`src/rtl/reg_arb_pkg.sv`:
```
// Shared definitions for the round-robin shared-register write arbiter.
// Holds the FSM state encoding and the one-hot grant helper.
package reg_arb_pkg;

  localparam logic ST_IDLE  = 1'b0;
  localparam logic ST_OWNED = 1'b1;

  // Widest requester count the helper supports; the caller truncates.
  localparam int MAX_REQ = 16;

  function automatic logic [MAX_REQ-1:0] onehot(input logic [3:0] index, input int n);
    logic [MAX_REQ-1:0] mask;
    mask   = MAX_REQ'((32'd1 << n) - 32'd1);
    onehot = (MAX_REQ'(1) << index) & mask;
  endfunction

endpackage

```
`src/rtl/rr_picker.sv`:
```
// Combinational rotating-priority picker.
// Search starts just after the last owner and wraps around.
module rr_picker #(
  parameter int N_REQ = 4,
  parameter int IW    = (N_REQ > 1) ? $clog2(N_REQ) : 1
) (
  input  logic [N_REQ-1:0] req,
  input  logic [IW-1:0]    last,
  output logic [IW-1:0]    winner,
  output logic             any
);

  assign any = |req;

  // Walk the offsets from farthest to nearest so the nearest hit wins.
  always_comb begin
    winner = '0;
    for (int k = N_REQ; k >= 1; k--) begin
      if (req[(int'(last) + k) % N_REQ]) winner = IW'((int'(last) + k) % N_REQ);
    end
  end

endmodule

```
`src/rtl/shared_reg_arbiter.sv`:
```
// Round-robin write arbiter in front of one shared WIDTH-bit register.
// Owner tenure is capped at MAX_HOLD writes only while someone else waits.
module shared_reg_arbiter
  import reg_arb_pkg::*;
#(
  parameter int N_REQ    = 4,
  parameter int WIDTH    = 8,
  parameter int MAX_HOLD = 3,
  parameter int IW       = (N_REQ > 1) ? $clog2(N_REQ) : 1
) (
  input  logic                   clk,
  input  logic                   reset,
  input  logic [N_REQ-1:0]       req,
  input  logic [N_REQ*WIDTH-1:0] wr_data,
  output logic [N_REQ-1:0]       grant,
  output logic [IW-1:0]          owner,
  output logic                   busy,
  output logic [WIDTH-1:0]       q,
  output logic                   q_valid
);

  localparam int HW = (MAX_HOLD > 1) ? $clog2(MAX_HOLD) : 1;

  logic             state, state_nxt;
  logic [IW-1:0]    last, winner;
  logic             any;
  logic [HW-1:0]    hold_cnt;
  logic [N_REQ-1:0] win_oh;
  logic [WIDTH-1:0] wr_sel;
  logic             own_req, at_cap, others;
  logic             do_grant, do_write, do_end;

  rr_picker #(.N_REQ(N_REQ), .IW(IW)) u_picker (
    .req    (req),
    .last   (last),
    .winner (winner),
    .any    (any)
  );

  assign win_oh  = N_REQ'(onehot(4'(winner), N_REQ));
  assign wr_sel  = wr_data[owner*WIDTH +: WIDTH];
  assign own_req = req[owner];
  assign at_cap  = (hold_cnt == HW'(MAX_HOLD - 1));
  assign others  = |(req & ~grant);
  assign busy    = (state == ST_OWNED);

  always_ff @(posedge clk or posedge reset) begin
    if (reset) state <= ST_IDLE;
    else       state <= state_nxt;
  end

  always_comb begin
    state_nxt = state;
    case (state)
      ST_IDLE:  if (any) state_nxt = ST_OWNED;
      ST_OWNED: if (!own_req || (at_cap && others)) state_nxt = ST_IDLE;
      default:  state_nxt = ST_IDLE;
    endcase
  end

  // A preempting write still lands; the tenure ends on the same edge.
  always_comb begin
    do_grant = (state == ST_IDLE) && any;
    do_write = (state == ST_OWNED) && own_req;
    do_end   = (state == ST_OWNED) && (!own_req || (at_cap && others));
  end

  always_ff @(posedge clk or posedge reset) begin
    if (reset) begin
      grant    <= '0;
      owner    <= '0;
      last     <= IW'(N_REQ - 1);
      hold_cnt <= '0;
      q        <= '0;
      q_valid  <= 1'b0;
    end else begin
      if (do_grant) begin
        grant    <= win_oh;
        owner    <= winner;
        hold_cnt <= '0;
      end
      if (do_write) begin
        q       <= wr_sel;
        q_valid <= 1'b1;
        if (!do_end && !at_cap) hold_cnt <= hold_cnt + HW'(1);
      end
      if (do_end) begin
        grant <= '0;
        last  <= owner;
      end
    end
  end

endmodule

```
`config.mk`:
```
export PLATFORM = sky130hd
export DESIGN_NAME = shared_reg_arbiter
export DESIGN_NICKNAME = d
export VERILOG_FILES = /design/src/rtl/reg_arb_pkg.sv /design/src/rtl/rr_picker.sv /design/src/rtl/shared_reg_arbiter.sv
export SDC_FILE = /design/constraint.sdc
export NUM_CORES = 1
export LEC_CHECK = 0
export ABC_AREA = 0
export CAP_MARGIN = 10
export CORE_MARGIN = 5
export CORE_UTILIZATION = 41
export DETAILED_ROUTE_END_ITERATION = 6
export GPL_ROUTABILITY_DRIVEN = 0
export GPL_TIMING_DRIVEN = 1
export PLACE_DENSITY_LB_ADDON = 0.3
export SLEW_MARGIN = 0
export SYNTH_ARGS = -nofsm -noshare
export SYNTH_HDL_FRONTEND = slang
export SYNTH_SLANG_ARGS = --single-unit
```
`constraint.sdc`:
```
create_clock -name clk -period 1.8 [get_ports clk]
set_input_delay 0.36 -clock clk [delete_from_list [all_inputs] [get_ports clk]]
set_output_delay 0.36 -clock clk [all_outputs]
set_load 0.1 [all_outputs]
```
Word-level counts from Yosys, hierarchy flattened

Index checks and enable logic that the tools add are counted.

Register bits: 20
Input port bits: 38
Logic and storage cells: 69

Add/sub/neg operators: 5
Order comparisons: 5
Equality and inequality tests: 1
Shifts and indexed selects: 2
Muxes and demuxes: 26
Bitwise operators: 7
Reductions and logical operators: 16

Operators with widths:

| operator            | number |
|---|---|
| $shiftx 32x6->8     | 1 |
| $lt 3x4->1 const B  | 4 |
| $mux 2              | 7 |
| $mux 1              | 11 |
| $bmux 1 s2          | 5 |
| $mux 4              | 2 |
| $reduce_or 2->1     | 4 |
| $reduce_or 4->1     | 2 |
| $add 2x1->2 const B | 3 |
| $logic_and 1x1->1   | 5 |
| $add 2x2->2 const B | 2 |
| $and 1x1->1 const A | 4 |
| $and 4x4->4         | 1 |
| $not 4->4           | 1 |
| $shl 1x2->4 const A | 1 |
| $logic_not 1->1     | 3 |
| $lt 2x3->1 const B  | 1 |
| $eq 2x2->1 const B  | 1 |
| $pmux 1 s2          | 1 |
| $reduce_bool 2->1   | 1 |
| $logic_or 1x1->1    | 1 |
| $not 1->1           | 1 |

Longest topological paths before layout

Word-level depth: 13
Depth in mapped cells: 6

Cells and area by module

A second synthesis with hierarchy kept.

Cell total of the unflattened synthesis: 96
Area, all modules: 1237.4 µm²

Modules (own cells, without submodules):

| module             | times used | cells an instance | area each (µm²) | seq. area each (µm²) |
|---|---|---|---|---|
| shared_reg_arbiter | 1          | 82                | 1146.1          | 503.0 |
| rr_picker          | 1          | 14                | 91.3            | 0.0 |

Least setup slack after synthesis

OpenSTA, ideal clock, no wires.

Kind: flip-flop to flip-flop
Start point: register owner[1]
End point: register q[0]
Setup time: 126 ps
Arrival: 2103 ps
Data required time: 1674 ps
Slack: -429 ps
Stages on the path, launching flop included: 4
Period minus slack after synthesis: 2229 ps
Path through: dfrtp_1 > mux4_2 > nand2_4 > mux2_2

Cells in the longest elaborated chain, start to end: 3

Ends and longest elaborated chain:

| what                                                                    | line                     | text |
|---|---|---|
| from (decl)                                                             | shared_reg_arbiter.sv:16 | `output logic [IW-1:0] owner,` |
| from (signal assigned)                                                  | shared_reg_arbiter.sv:79 | `owner <= winner;` |
| parallel branches: the longest is 3 deep, another holds $shiftx 32x6->8 | n/a                      |  |
| to (signal assigned)                                                    | shared_reg_arbiter.sv:83 | `q <= wr_sel;` |
| to (decl)                                                               | shared_reg_arbiter.sv:18 | `output logic [WIDTH-1:0] q,` |

Several ways; the timed one is not identified. The select of a mux whose other input is x is not followed.
A chain may end at the register's enable or synchronous reset.

Worst setup path after layout

Start point: input port req[3]
End point: register q[1]

Cells in the longest elaborated chain, start to end: 3

Ends and longest elaborated chain:

| what                         | line                     | text |
|---|---|---|
| from (decl)                  | shared_reg_arbiter.sv:13 | `input logic [N_REQ-1:0] req,` |
| $bmux 1 s2                   | shared_reg_arbiter.sv:42 | `assign own_req = req[owner];` |
| $mux 1 (implied by the code) | shared_reg_arbiter.sv:42 |  |
| $logic_and 1x1->1            | shared_reg_arbiter.sv:64 | `do_write = (state == ST_OWNED) && own_req;` |

Every way passes these cells. The select of a mux whose other input is x is not followed.

==> results.sh <==
export IMPL_clkSinkCount=20
export IMPL_core_area_sq_um=2730
export IMPL_nFillCells=188
export IMPL_maxCapViolations=0
export IMPL_grt_start_max_net_pins=13
export IMPL_outcome="complete, no violations"
export IMPL_path_buf_inv=1
export IMPL_path_cells="clkdlybuf4s50_1, mux4_2, nand2_4, mux2_4"
export IMPL_hold_class="in -> async"
export IMPL_synth_seq_area_share_pct=43.1
export IMPL_seqCellArea_sq_um=517
export IMPL_drt_wl_total_mm=3.35
export IMPL_fin_crit_sh_pct=95.9
export IMPL_synth_cell_type_count=30
export IMPL_synth_top_flop_cell="dfrtp_1"
export IMPL_drtIter0Drc=46
export IMPL_synth_top_area_share_pct=38.6
export IMPL_cts_buffers=3
export IMPL_synth_common_cells="dfrtp_1, nand2_1, mux4_2, mux2_2, nor2b_1"
export IMPL_clk_pin_slew_ps=110
export IMPL_drc=0
export IMPL_cts_hold_buf=0
export IMPL_antenna_left=0
export IMPL_num_rows=19
export IMPL_synth_top_area_cell="dfrtp_1"
export IMPL_grt_use_total_pct=17.9
export IMPL_place_ws_ps=-250
export IMPL_ir_worst_vdd_mv=2.22
export IMPL_syn_nets=132
export IMPL_slowest_delay_ps=580
export IMPL_cp_slowest_cell="mux4_2"
export IMPL_rsz0062_at_grt="no"
export IMPL_dp_hpwl_mm=2.80
export IMPL_clock_root_buffer="clkbuf_4"
export IMPL_dr_pass1_iters=4
export IMPL_critPathLaunch="req[3]"
export IMPL_power_density_nw_per_um2=2190
export IMPL_cts_setup_buffers=0
export IMPL_slew_violations=0
export IMPL_grt_pass1_wl_mm=5.54
export IMPL_clkPwrFrac_pct=6.0
export IMPL_synth_edf_count=0
export IMPL_hold_viol=0
export IMPL_sequentialPowerShare_pct=22.9
export IMPL_clock_skew_ps=0.725
export IMPL_syn2layout_area_growth_pct=75.2
export IMPL_power_frac_comb_pct=71.0
export IMPL_finish_utilization_pct=74.8
export IMPL_synth_seq_cells=20
export IMPL_fin_crit_ps=1730
export IMPL_avgSynthCellArea_sq_um=12.6
export IMPL_async_reset_ff_share_pct=100
export IMPL_cp_arrival_ps=1940
export IMPL_dieArea_sq_um=4010
export IMPL_synthCells=93
export IMPL_fmax_mhz=580
export IMPL_maxSlewHeadroom_pct=67.4
export IMPL_syn_area_sq_um=1170
export IMPL_finalSetupViolCount=0
export IMPL_finalPower_mw=4.49
export IMPL_chipWidth_um=63.4
export IMPL_htreeDepth=1
export IMPL_fin_ws_ps=74.4
export IMPL_tritoncts="done"
export IMPL_viasPerCell=5.45
export IMPL_hold_ws_ps=353
export IMPL_overflow=0
export IMPL_ys_warnings_count=0
export IMPL_nNetsFinal=198
export IMPL_end_kind="register"
export IMPL_tightest_slew_ps=488
export IMPL_setup_tns_ps=0
export IMPL_clkLatencyLatePin_ps=310
export IMPL_crit_type="in -> reg"
export IMPL_num_vias=1030
export IMPL_wl_per_cell_um=17.7
export IMPL_ys_top_cells_by_area="dfrtp_1, mux4_2, mux2_2, dfstp_2, nand2_1"
export IMPL_grt_pass1_vias=1151
export IMPL_switching_power_mw=2.25
export IMPL_clockBufferDepth=2
export IMPL_cts_resized=0
export IMPL_multiInputGateArea_sq_um=666
export IMPL_ios=54
export IMPL_die_h_um=63.4
export IMPL_drive_gt1_share_pct=41.1
export IMPL_start_kind="primary input"
export IMPL_portBuffers=53
export IMPL_start_util_pct=42.7
export IMPL_leakagePower_nw=0.874
export IMPL_yosysMostFrequentCell="dfrtp_1"
export IMPL_crit_family="multiplexers"
export IMPL_critPathMaxFanout=10
export IMPL_reg2reg_from="owner[0]"
export IMPL_internal_power_mw=2.23
export IMPL_n_antenna_cell=0
export IMPL_crit_required_ps=2010
export IMPL_sw_frac_of_total_pct=50.2
export IMPL_grt_antenna_before_repair=0
==> registers in the layout, indices dropped and copies added (netlist names) <==
name      cells
q             8
owner         2
hold_cnt      2
busy          1
q_valid       1
last          2
grant         4
==> logic make-up (layout without fill, tap and decap cells) <==
group / count (synthesis) / in the layout / synth area share [%]
AND/OR/NAND/NOR: 30 / 30 / 13.6
multiplexers: 20 / 20 / 28.5
adder cells (fa/ha/maj): 1 / 1 / 1.07
AO/OA/AOI/OAI: 15 / 15 / 11.3
buffers and inverters: 7 / 72 / 2.46
flip-flops: 20 / 20 / 43.1
==> metal layers <==
metal,vias to the layer above,part of all wire [%],GRT usage [%]
li1,471,-,-
met1,508,36,19.2
met2,42,55,32.4
met3,9,6.6,4.62
met4,0,2.7,8.31
met5,-,0,0
==> power groups by stage <==
stage          clock, mW  combinational (mW)  sequential, mW
6_report           0.271                3.19            1.03
5_1_grt            0.297                3.31            1.07
3_3_place_gp           0                3.15            1.03
2_1_floorplan          0                1.00            2.07
4_1_cts            0.276                3.21            1.03
3_5_place_dp           0                3.21            1.04
==> final cells by class <==
class | count | share of cell area [%]
multi-input combinational | 66 | 32.5
timing repair buffer | 64 | 37.8
sequential | 20 | 25.3
tap | 31 | 1.90
inverter | 4 | 0.734
clock buffer | 4 | 1.77
==> cells in the final DEF, fill, tap and decap left out, types with 2 or more instances in the layout <==
cell type / count
clkdlybuf4s50_1: 37
buf_12: 16
dfrtp_1: 11
buf_4: 11
mux2_4: 10
nand2_1: 10
mux4_2: 9
nor2b_1: 6
dfrtp_2: 5
inv_1: 4
nand3_1: 4
o21ai_1: 3
nor2_1: 3
clkbuf_4: 3
o21ai_0: 2
o22ai_1: 2
a21oi_1: 2
nand2b_1: 2
dfstp_2: 2
dfrtp_4: 2
==> path summary, 6_finish.rpt <==
check	end	slack, ps	depth (start not counted)
worst max-delay path	q[1]	70	4
max in group asynchronous	q[3]	940	3
worst min register to register	hold_cnt[0]	490	1
worst max register to register	q[1]	150	3
min in group clk	hold_cnt[0]	490	1
worst min-delay path	hold_cnt[1]	350	2
==> stage by stage <==
| stage | instances | area (sq um) |
|---|---|---|
| finish | 189 | 2050 |
| global route | 189 | 2050 |
| CTS | 189 | 2050 |
| floorplan | 93 | 1210 |
| global placement | 185 | 2010 |
| detailed placement | 185 | 2010 |
(Power assumes the default switching activity.)
